[src/rtl/rv_pkg.sv]
// Shared RV64 decode constants, NOP encoding and the mul/div sequencer state type.
// Also holds the small decode helpers that the ID-stage control blocks use.
package rv_pkg;

   localparam logic [6:0] LOAD   = 7'b0000011;
   localparam logic [6:0] STORE  = 7'b0100011;
   localparam logic [6:0] BRANCH = 7'b1100011;
   localparam logic [6:0] JAL    = 7'b1101111;
   localparam logic [6:0] JALR   = 7'b1100111;
   localparam logic [6:0] LUI    = 7'b0110111;
   localparam logic [6:0] AUIPC  = 7'b0010111;
   localparam logic [6:0] OP     = 7'b0110011;
   localparam logic [6:0] OP32   = 7'b0111011;
   localparam logic [6:0] OPIMM  = 7'b0010011;

   localparam logic [6:0] FUNCT7_MULDIV = 7'b0000001;

   // addi x0, x0, 0
   localparam logic [6:0]  NOP_OPCODE = OPIMM;
   localparam logic [4:0]  NOP_RD     = 5'd0;
   localparam logic [4:0]  NOP_RS1    = 5'd0;
   localparam logic [31:0] NOP_INSN   = 32'h0000_0013;

   typedef enum logic [1:0] {
      MD_IDLE = 2'd0,
      MD_BUSY = 2'd1,
      MD_PEND = 2'd2
   } md_state_t;

   function automatic logic uses_rs1(input logic [6:0] opcode);
      return !(opcode == LUI || opcode == AUIPC || opcode == JAL);
   endfunction

   function automatic logic uses_rs2(input logic [6:0] opcode);
      return (opcode == OP || opcode == OP32 || opcode == STORE || opcode == BRANCH);
   endfunction

   function automatic logic is_muldiv(input logic [6:0] opcode, input logic [6:0] func7);
      return (opcode == OP || opcode == OP32) && (func7 == FUNCT7_MULDIV);
   endfunction

endpackage

[src/rtl/id_hazard_ctrl_scoreboard.sv]
// Per-register pending-write vector for mul/div destinations, with source/dest lookups.
// x0 is never marked busy, so its lookups always read clear.
module id_scoreboard (
   input  logic        clk,
   input  logic        rst,
   input  logic        set_en,
   input  logic [4:0]  set_idx,
   input  logic        clr_en,
   input  logic [4:0]  clr_idx,
   input  logic [4:0]  rs1,
   input  logic [4:0]  rs2,
   input  logic [4:0]  rd,
   output logic [31:0] busy,
   output logic        rs1_busy,
   output logic        rs2_busy,
   output logic        rd_busy
);

   always_ff @(posedge clk or posedge rst) begin
      if (rst) begin
         busy <= '0;
      end else begin
         if (clr_en)
            busy[clr_idx] <= 1'b0;
         if (set_en && set_idx != 5'd0)
            busy[set_idx] <= 1'b1;
      end
   end

   assign rs1_busy = (rs1 != 5'd0) && busy[rs1];
   assign rs2_busy = (rs2 != 5'd0) && busy[rs2];
   assign rd_busy  = (rd  != 5'd0) && busy[rd];

endmodule

[src/rtl/id_hazard_ctrl.sv]
// Decode-stage hazard controller: load-use / scoreboard / structural stalls, redirects,
// mul/div launch sequencing and RF write-port arbitration between WB and the MD result.
module id_hazard_ctrl
   import rv_pkg::*;
#(
   parameter int CNT_W = 32
) (
   input  logic             clk,
   input  logic             rst,
   input  logic             id_valid,
   input  logic [6:0]       id_opcode,
   input  logic [6:0]       id_func7,
   input  logic [4:0]       id_rs1,
   input  logic [4:0]       id_rs2,
   input  logic [4:0]       id_rd,
   input  logic             ex_valid,
   input  logic [6:0]       ex_opcode,
   input  logic [4:0]       ex_rd,
   input  logic             br_taken,
   input  logic             wb_wen,
   input  logic             md_done,
   output logic             pc_stall,
   output logic             ifid_stall,
   output logic             ifid_flush,
   output logic             idex_bubble,
   output logic             md_start,
   output logic             md_wb_grant,
   output logic [4:0]       md_rd,
   output logic [31:0]      sb_busy,
   output logic [CNT_W-1:0] stall_cnt
);

   md_state_t state, state_nx;
   logic use1, use2, md_op;
   logic rs1_busy, rs2_busy, rd_busy;
   logic load_use, raw, waw, structural, stall;

   assign use1  = uses_rs1(id_opcode);
   assign use2  = uses_rs2(id_opcode);
   assign md_op = is_muldiv(id_opcode, id_func7);

   id_scoreboard u_sb (
      .clk      (clk),
      .rst      (rst),
      .set_en   (md_start),
      .set_idx  (id_rd),
      .clr_en   (md_wb_grant),
      .clr_idx  (md_rd),
      .rs1      (id_rs1),
      .rs2      (id_rs2),
      .rd       (id_rd),
      .busy     (sb_busy),
      .rs1_busy (rs1_busy),
      .rs2_busy (rs2_busy),
      .rd_busy  (rd_busy)
   );

   // ex_rd != 0 already guarantees a matching source is not x0.
   assign load_use   = ex_valid && (ex_opcode == LOAD) && (ex_rd != 5'd0) &&
                       ((use1 && id_rs1 == ex_rd) || (use2 && id_rs2 == ex_rd));
   assign raw        = (use1 && rs1_busy) || (use2 && rs2_busy);
   assign waw        = rd_busy;
   assign structural = md_op && (state != MD_IDLE);
   assign stall      = !rst && id_valid && (load_use || raw || waw || structural);

   // A redirect squashes the ID instruction, so it overrides any stall.
   assign pc_stall    = stall && !br_taken;
   assign ifid_stall  = pc_stall;
   assign ifid_flush  = !rst && br_taken;
   assign idex_bubble = stall || ifid_flush;

   always_ff @(posedge clk or posedge rst) begin
      if (rst)
         state <= MD_IDLE;
      else
         state <= state_nx;
   end

   always_comb begin
      state_nx    = state;
      md_start    = 1'b0;
      md_wb_grant = 1'b0;
      case (state)
         MD_IDLE: begin
            md_start = !rst && id_valid && md_op && !stall && !br_taken;
            if (md_start)
               state_nx = MD_BUSY;
         end
         MD_BUSY: begin
            if (md_done)
               state_nx = MD_PEND;
         end
         MD_PEND: begin
            // Pipeline writeback always owns the port when it wants it.
            md_wb_grant = !rst && !wb_wen;
            if (md_wb_grant)
               state_nx = MD_IDLE;
         end
         default: state_nx = MD_IDLE;
      endcase
   end

   always_ff @(posedge clk or posedge rst) begin
      if (rst)
         md_rd <= 5'd0;
      else if (md_start)
         md_rd <= id_rd;
   end

   always_ff @(posedge clk or posedge rst) begin
      if (rst)
         stall_cnt <= '0;
      else if (pc_stall && stall_cnt != {CNT_W{1'b1}})
         stall_cnt <= stall_cnt + {{(CNT_W-1){1'b0}}, 1'b1};
   end

endmodule

[config.mk]
export PLATFORM = sky130hd
export DESIGN_NAME = id_hazard_ctrl
export DESIGN_NICKNAME = d
export VERILOG_FILES = /design/src/rtl/rv_pkg.sv /design/src/rtl/id_hazard_ctrl_scoreboard.sv /design/src/rtl/id_hazard_ctrl.sv
export SDC_FILE = /design/constraint.sdc
export NUM_CORES = 1
export LEC_CHECK = 0
export CORE_UTILIZATION = 45
export DETAILED_ROUTE_END_ITERATION = 12
export GPL_TIMING_DRIVEN = 0
export PLACE_DENSITY = 0.8
export RECOVER_POWER = 100
export SLEW_MARGIN = 40
export SYNTH_ARGS = -nofsm -noshare
export SYNTH_HDL_FRONTEND = slang
export SYNTH_SLANG_ARGS = --single-unit
[constraint.sdc]
create_clock -name clk -period 18.9 [get_ports clk]
set_input_delay 5.67 -clock clk [delete_from_list [all_inputs] [get_ports clk]]
set_output_delay 5.67 -clock clk [all_outputs]
set_load 0.01 [all_outputs]
==> impl_metrics.json, run 1 <==
{
  "pin_count": 123,
  "grt_use_total_pct": 27.9,
  "hpwl_mm": 10.2,
  "hold_buffers": 0,
  "min_path_type": "reg2reg",
  "cts_inserted_buffers": 9,
  "fin_ws_ns": 3.14,
  "fin_nets": 610,
  "crit_arrival_ns": 10.09,
  "required_ns": 13.23,
  "start_util_pct": 47.2,
  "port_buffers": 116,
  "drive_gt1_share_pct": 9.38,
  "first_pass_iters": 6,
  "whs_ns": 0.487,
  "num_antenna_cells": 0,
  "dieArea_mm2": 0.0102,
  "final_area_mm2": 0.00593,
  "worstSetupPathType": "in2out",
  "total_power_mw": 0.322,
  "coreArea_mm2": 0.00937,
  "ant_nets": 0,
  "placed_cells": 679,
  "period_share_pct": 83.4,
  "final_core_util_pct": 63.3,
  "drt-total-wl_mm": 13.9,
  "post-route-min-period_ns": 15.76,
  "p_per_area_mw_per_mm2": 54.4,
  "synth_seq_area_share_pct": 40.1,
  "syn_to_final_growth_pct": 34.0,
  "setup_violations": 0,
  "synth_top_area_share_pct": 40.1,
  "slew_headroom_pct": -75.6,
  "avgSynthCellArea_um2": 10.2,
  "wl_per_cell_um": 20.1,
  "clk_latency_ns": 0.34,
  "synth.top_cells.by_area": "dfrtp_1 40%, mux4_2 8.7%, xnor2_1 7.1%",
  "drc_errors": 0,
  "cts_tree": "yes",
  "post-place-ws_ns": 3.67,
  "critPathMaxFanout": 10,
  "max_freq_mhz": 63.5,
  "cap_violations": 1,
  "grt_overflow": 0,
  "status": "complete, but fails checks",
  "leakage_nw": 2.55,
  "rows": 35,
  "die_h_um": 101,
  "ys_top_cells_by_count": "71 x dfrtp_1, 36 x xnor2_1, 33 x o21ai_0",
  "synth_fp_nets": 482,
  "grt_max_degree": 50,
  "cts_root_buf": "clkbuf_8",
  "setup_tns_ns": 0,
  "clkSinkCount": 71,
  "drv_slew": 50,
  "grt_pass1_wl_mm": 21.8,
  "syn-cell-area_mm2": 0.00443,
  "ys_warn_count": 0,
  "layout.cells.non_filler": 694,
  "synth.most_common_cell": "dfrtp_1",
  "dieWidth_um": 101,
  "post_cts_buffers": 0,
  "hold_viol": 0,
  "fillers": 787,
  "htree_levels": 3,
  "drt-vias-per-instance": 6.17,
  "vias": 4281,
  "ctsLongestPathBuffers": 2,
  "synth_flop_cell": "dfrtp_1",
  "cts.clk_slew.worst_paths_ns": 0.08,
  "antenna_found_initial": 0,
  "grt_pass1_vias": 4174,
  "violations": "max-capacitance violations, max-slew violations",
  "place_area_mm2": 0.00579,
  "async_flop_share_pct": 100,
  "finClkSkew_ns": 0.0107,
  "place.gp.congestion": 0.940,
  "synth_seq_cells": 71,
  "irDropWorstVdd_mv": 0.0440,
  "postSynthCellCount": 433,
  "synth-edff-count": 0,
  "initialDrtViolationCount": 307,
  "worst_pin_slew_ns": 2.63,
  "synth_top_area_cell": "dfrtp_1",
  "cts_resized": 0,
  "rsz0062_at_grt": "false",
  "critPathLaunchType": "input port",
  "synth_cell_types": 46,
  "end_kind": "output port"
}
## routing by layer
layer	vias up	wire length [µm]	global-route usage [%]
li1	1903	-	-
met1	2104	5780	38.4
met2	237	6440	43.7
met3	37	1340	6.49
met4	0	382	9.36
met5	-	0	0
## path summary, 6_finish.rpt
check	startpoint	end	slack [ns]	cells after the start
setup reg to reg	u_sb.busy[13]$_DFF_PP0_	u_sb.busy[21]$_DFF_PP0_	15.33	10
setup / recovery	id_rd[0]	md_start	3.14	12
min in group asynchronous	rst	state[0]$_DFFE_PP0P_	6.06	2
max in group asynchronous	rst	stall_cnt[3]$_DFFE_PP0P_	9.89	3
hold reg to reg	stall_cnt[27]$_DFFE_PP0P_	stall_cnt[27]$_DFFE_PP0P_	0.49	1
hold / removal	stall_cnt[27]$_DFFE_PP0P_	stall_cnt[27]$_DFFE_PP0P_	0.49	1
## cell families after synthesis
group,Yosys count,synth area share [%]
buffers and inverters,37,3.84
AO/OA/AOI/OAI,90,13.2
multiplexers,40,14.0
XOR/XNOR,41,8.11
AND/OR/NAND/NOR,153,20.4
flip-flops,71,40.1
adder cells (fa/ha/maj),1,0.283
## registers in the layout, summed over array words and instances (netlist names)
signal     flops
u_sb.busy     32
stall_cnt     32
md_rd          5
state          2
## placed cells by master (no fill, tap or decap), types with 4 or more instances in the layout
master / Yosys / final
a21oi_1: 8 / 8
and3_1: 14 / 14
clkbuf_1: 20 / 25
clkbuf_8: 0 / 10
clkdlybuf4s50_1: 0 / 39
dfrtp_1: 71 / 71
dlygate4sd3_1: 0 / 77
inv_1: 9 / 8
mux2_2: 6 / 6
mux2i_1: 17 / 17
mux4_2: 17 / 17
nand2_1: 20 / 20
nand2b_1: 7 / 7
nand3_1: 24 / 24
nand3b_1: 10 / 10
nand4_1: 20 / 20
nand4b_1: 5 / 5
nor2_1: 12 / 12
nor2b_1: 5 / 5
nor3_1: 5 / 5
nor4_1: 4 / 4
o21ai_0: 33 / 33
o22ai_1: 5 / 5
o31ai_1: 29 / 29
or2_2: 4 / 4
or3b_2: 5 / 5
xnor2_1: 36 / 36
xor2_1: 5 / 5
## area by class of cell
type,count,area [µm²],share of cell area (%)
clock inverter,5,58.8,0.992
inverter,9,35.0,0.591
timing repair buffer,117,1160,19.6
tap,129,161,2.72
sequential,71,1780,30.0
multi-input combinational,325,2480,41.8
buffer,28,116,1.96
clock buffer,10,138,2.32
## power breakdown
group | switching (mW) | internal [mW]
Clock | 0.0585 | 0.0638
Sequential | 0.00352 | 0.155
Combinational | 0.0210 | 0.0210
Total | 0.0830 | 0.239
## critical path, stage by stage
cell           delay, ns
dlygate4sd3_1       0.68
clkbuf_1            0.42
mux4_2              0.57
a32oi_1             0.21
nand4_1             0.19
a32oi_1             0.24
nand3_1             0.13
or4_1               0.59
clkbuf_1            0.29
clkbuf_1            0.35
inv_1               0.12
dlygate4sd3_1       0.61
Note: power is estimated with default switching activity, not from simulation.
==> inputs of run 2 (changes only) <==
CORE_UTILIZATION = 44   (was 45)
PLACE_DENSITY = 0.81   (was 0.8)
clock period = 13.31 ns   (was 18.9 ns; I/O delays follow)
==> run 2 against run 1 <==
- the flow still finishes with violations (max-capacitance violations, max-slew violations)
- sequential power grew 42%
- worst hold slack is essentially flat
- combinational power grew 44%
==> impl_metrics.json, run 2 (synthesized netlist as in run 1, its figures left out) <==
{
  "cts_root_buf": "clkbuf_8",
  "timing.rr.end": "u_sb.busy[25]$_DFF_PP0_",
  "critPathLaunchType": "input port",
  "place.gp.congestion": 0.947,
  "cts_resized": 0,
  "slew_headroom_pct": -96.9,
  "min_path_type": "reg2reg",
  "initialDrtViolationCount": 386,
  "leakage_nw": 2.58,
  "coreArea_mm2": 0.00977,
  "finClkSkew_ns": 0.0133,
  "post_cts_buffers": 0,
  "ctsLongestPathBuffers": 2,
  "cap_violations": 1,
  "irDropWorstVdd_mv": 0.0816,
  "setup_tns_ns": 0,
  "wl_per_cell_um": 20.1,
  "post-route-min-period_ns": 12.46,
  "final_core_util_pct": 61.3,
  "pin_count": 123,
  "rsz0062_at_grt": "false",
  "cts_tree": "yes",
  "critPathMaxFanout": 10,
  "setup_violations": 0,
  "grt_pass1_wl_mm": 21.9,
  "fillers": 808,
  "port_buffers": 116,
  "grt_overflow": 0,
  "rows": 36,
  "max_freq_mhz": 80.3,
  "dieArea_mm2": 0.0105,
  "hpwl_mm": 10.2,
  "hold_buffers": 0,
  "syn_to_final_growth_pct": 35.3,
  "htree_levels": 3,
  "worst_pin_slew_ns": 2.95,
  "drv_slew": 57,
  "rr_startpoint": "u_sb.busy[13]$_DFF_PP0_",
  "p_per_area_mw_per_mm2": 84.4,
  "fin_nets": 610,
  "crit_arrival_ns": 8.47,
  "ant_nets": 0,
  "grt_use_total_pct": 27.9,
  "cts_inserted_buffers": 9,
  "reg_top3": "stall_cnt: 32 flops, u_sb.busy: 32 flops, md_rd: 5 flops",
  "vias": 4322,
  "num_antenna_cells": 0,
  "hold_viol": 0,
  "drc_errors": 0,
  "violations": "max-capacitance violations, max-slew violations",
  "hold-path-cell-count": 1,
  "start_util_pct": 45.3,
  "status": "complete, but fails checks",
  "grt_max_degree": 57,
  "dieWidth_um": 102,
  "fin_ws_ns": 0.852,
  "cts.clk_slew.worst_paths_ns": 0.08,
  "grt_pass1_vias": 4238,
  "drt-total-wl_mm": 14.0,
  "required_ns": 9.32,
  "hp-start": "stall_cnt[27]$_DFFE_PP0P_",
  "clkSinkCount": 71,
  "clk_latency_ns": 0.37,
  "antenna_found_initial": 0,
  "whs_ns": 0.487,
  "period_share_pct": 93.6,
  "worst-r2r-cell-count": 10,
  "drt-vias-per-instance": 6.18,
  "end_kind": "output port",
  "die_h_um": 102,
  "final_common_cell": "dlygate4sd3_1",
  "first_pass_iters": 5,
  "layout_common_cells": "76 x dlygate4sd3_1, 71 x dfrtp_1, 40 x clkdlybuf4s50_1",
  "post-place-ws_ns": 1.46,
  "drive_gt1_share_pct": 9.36,
  "rrSetupSlack_ns": 9.74,
  "hold_path_end": "stall_cnt[27]$_DFFE_PP0P_",
  "worstSetupPathType": "in2out"
}
run 2: changes by cell type in the layout (fill, tap and decap cells not counted), sizes merged:
cell,previous run,this run
inv,8,9
bufinv,1,3
dlygate4sd3,77,76
clkinvlp,3,1
clkdlybuf4s50,39,40
run 2: how the worst max path moves through the flow:
stage,startpoint,end,slack (ns),depth (start not counted)
6_report,id_rs1[2],md_start,0.85,13
5_1_grt,id_rs1[2],md_start,0.71,13
4_1_cts,id_rd[0],md_start,1.46,12
3_5_place_dp,id_rd[0],md_start,1.46,12
3_3_place_gp,rst,pc_stall,0.79,7
2_1_floorplan,rst,pc_stall,2.72,5
run 2: cell type report:
type,count,area [µm²],share of cell area [%]
buffer,28,116,1.94
clock inverter,6,116,1.94
multi-input combinational,325,2470,41.3
inverter,9,35.0,0.585
clock buffer,10,138,2.30
sequential,71,1780,29.7
timing repair buffer,117,1160,19.5
tap,133,166,2.78
run 2: critical path: stages:
cell           delay, ns
dlygate4sd3_1       0.61
clkbuf_1            0.52
mux2i_1             0.20
a31oi_1             0.20
o211ai_1            0.11
a2111oi_0           0.66
nor4_1              0.18
nand3_1             0.15
or4_1               0.20
clkbuf_1            0.40
clkbuf_1            0.54
inv_1               0.07
dlygate4sd3_1       0.62
run 2: power breakdown:
part | total [mW] | leakage, nW | internal [mW] | switching [mW]
clock | 0.221 | 0.127 | 0.131 | 0.0902
sequential | 0.224 | 0.989 | 0.220 | 0.00437
combinational | 0.0603 | 1.46 | 0.0299 | 0.0304
total | 0.505 | 2.58 | 0.380 | 0.125
run 2: layer usage:
metal / vias up / share of wire [%] / global-route usage, %
met3: 39 / 9.2 / 5.88
met1: 2125 / 41 / 36.0
li1: 1901 / - / -
met4: 0 / 2.8 / 12.0
met5: - / 0 / 0
met2: 257 / 47 / 45.6
run 2: per-stage QoR:
| stage | area [µm²] | total power [mW] | cells |
|---|---|---|---|
| finish | 5990 | 0.505 | 699 |
| global route | 5990 | 0.525 | 699 |
| CTS | 6050 | 0.510 | 699 |
| detailed placement | 5790 | 0.292 | 683 |
| global placement | 5750 | 0.289 | 682 |
| floorplan | 4430 | 0.258 | 433 |
==> inputs of run 3 (changes only) <==
GPL_ROUTABILITY_DRIVEN = 0   (was not set)
==> run 3 against run 2 <==
- the flow still finishes with violations (max-capacitance violations, max-slew violations)
- final area shrank 0.52%
- via count is 0.95% lower
- maximum frequency is 0.37% higher
- sequential power hardly changed
- clock power decreased by 10%
- critical path type unchanged
==> impl_metrics.json, run 3 (synthesized netlist as in run 1, its figures left out) <==
{
  "coreArea_mm2": 0.00977,
  "slowest_stage": "a2111oi_0",
  "reg_top3": "stall_cnt: 32 flops, u_sb.busy: 32 flops, md_rd: 5 flops",
  "fillers": 804,
  "final_common_cell": "dlygate4sd3_1",
  "rrSetupSlack_ns": 9.73,
  "setup_tns_ns": 0,
  "end_kind": "output port",
  "min_path_type": "reg2reg",
  "drt-met1-wl_mm": 5.47,
  "max_freq_mhz": 80.6,
  "port_buffers": 116,
  "antenna_found_initial": 0,
  "top_layer_used": "met4",
  "total_power_mw": 0.482,
  "fin_nets": 610,
  "cts_resized": 0,
  "violations": "max-capacitance violations, max-slew violations",
  "dieWidth_um": 102,
  "finClkSkew_ns": 0.0167,
  "worst_pin_slew_ns": 2.92,
  "post_cts_buffers": 0,
  "met2_length_mm": 6.52,
  "layout.cells.non_filler": 699,
  "syn_to_final_growth_pct": 34.6,
  "cts.clk_slew.worst_paths_ns": 0.08,
  "period_share_pct": 93.3,
  "hold_viol": 0,
  "rr_startpoint": "u_sb.busy[30]$_DFF_PP0_",
  "leakage_nw": 2.56,
  "ant_nets": 0,
  "pin_count": 123,
  "clkSinkCount": 71,
  "endpoint": "md_start",
  "first_pass_iters": 5,
  "cts_inserted_buffers": 9,
  "post-route-min-period_ns": 12.41,
  "final_core_util_pct": 60.9,
  "vias": 4281,
  "rows": 36,
  "crit_arrival_ns": 8.42,
  "hold_buffers": 0,
  "dieArea_mm2": 0.0105,
  "whs_ns": 0.488,
  "critPathTopFamily": "buffers and inverters",
  "multi_input_area_mm2": 0.00247,
  "worstSetupPathType": "in2out",
  "grt_pass1_wl_mm": 21.5,
  "drt-vias-per-instance": 6.12,
  "placed_cells": 683,
  "drv_slew": 57,
  "drt-total-wl_mm": 13.7,
  "cpMostUsedCell": "clkbuf_1",
  "grt_max_degree": 57,
  "worst-r2r-cell-count": 8,
  "grt_overflow": 0,
  "p_per_area_mw_per_mm2": 80.9,
  "clk_latency_ns": 0.37,
  "status": "complete, but fails checks",
  "layout_common_cells": "76 x dlygate4sd3_1, 71 x dfrtp_1, 40 x clkdlybuf4s50_1",
  "place_area_mm2": 0.00579,
  "drive_gt1_share_pct": 9.19,
  "cts_root_buf": "clkbuf_8",
  "grt_pass1_vias": 4272,
  "htree_levels": 3,
  "num_antenna_cells": 0,
  "cp_cell_sequence": "dlygate4sd3_1, clkbuf_1, mux2i_1, a31oi_1, o211ai_1, a2111oi_0, nor4_1, nand3_1, or4_1, clkbuf_1, clkbuf_1, inv_1, dlygate4sd3_1",
  "irDropWorstVdd_mv": 0.0753,
  "setup_violations": 0,
  "initialDrtViolationCount": 407,
  "wl_met3_mm": 1.29,
  "start_util_pct": 45.3,
  "ff_latch_area_mm2": 0.00178,
  "grt_use_total_pct": 27.1,
  "cap_violations": 1,
  "max_stage_delay_ns": 0.68,
  "crit_buf_inv": 6,
  "ctsLongestPathBuffers": 2,
  "rsz0062_at_grt": "false",
  "crit_start": "id_rs1[2]",
  "wl_per_cell_um": 19.5,
  "timing.rr.end": "u_sb.busy[27]$_DFF_PP0_",
  "critPathLaunchType": "input port",
  "drc_errors": 0,
  "fin_ws_ns": 0.897,
  "die_h_um": 102,
  "cp_num_cells": 13,
  "critPathMaxFanout": 10,
  "cts_tree": "yes",
  "hpwl_mm": 9.94,
  "final_area_mm2": 0.00596,
  "required_ns": 9.32,
  "post-place-ws_ns": 1.43,
  "slew_headroom_pct": -94.8
}
## run 3: where the power goes
part | switching [mW] | internal, mW | leakage [nW]
logic | 0.0302 | 0.0300 | 1.46
clock network | 0.0900 | 0.108 | 0.114
registers | 0.00456 | 0.220 | 0.989
total | 0.125 | 0.357 | 2.56
## run 3: cell type report
type / count / share of cell area, %
Sequential cell: 71 / 29.8
Clock inverter: 7 / 1.74
Tap cell: 133 / 2.79
Timing Repair Buffer: 117 / 19.6
Clock buffer: 9 / 2.08
Multi-Input combinational cell: 325 / 41.4
Inverter: 9 / 0.588
Buffer: 28 / 1.95
## run 3: worst min-delay path by stage
stage | cells past startpoint | startpoint | slack [ns] | endpoint
4_1_cts | 1 | stall_cnt[29]$_DFFE_PP0P_ | 0.50 | stall_cnt[29]$_DFFE_PP0P_
2_1_floorplan | 1 | state[0]$_DFFE_PP0P_ | 0.46 | state[1]$_DFFE_PP0P_
3_3_place_gp | 1 | state[0]$_DFFE_PP0P_ | 0.48 | state[1]$_DFFE_PP0P_
3_5_place_dp | 1 | stall_cnt[29]$_DFFE_PP0P_ | 0.48 | stall_cnt[29]$_DFFE_PP0P_
6_report | 1 | stall_cnt[29]$_DFFE_PP0P_ | 0.49 | stall_cnt[29]$_DFFE_PP0P_
5_1_grt | 1 | stall_cnt[23]$_DFFE_PP0P_ | 0.51 | stall_cnt[23]$_DFFE_PP0P_
## run 3: routing by layer
layer,up-vias,track usage (%)
met5,-,0
met4,0,12.9
met3,43,6.09
met2,269,43.6
met1,2072,34.8
li1,1897,-
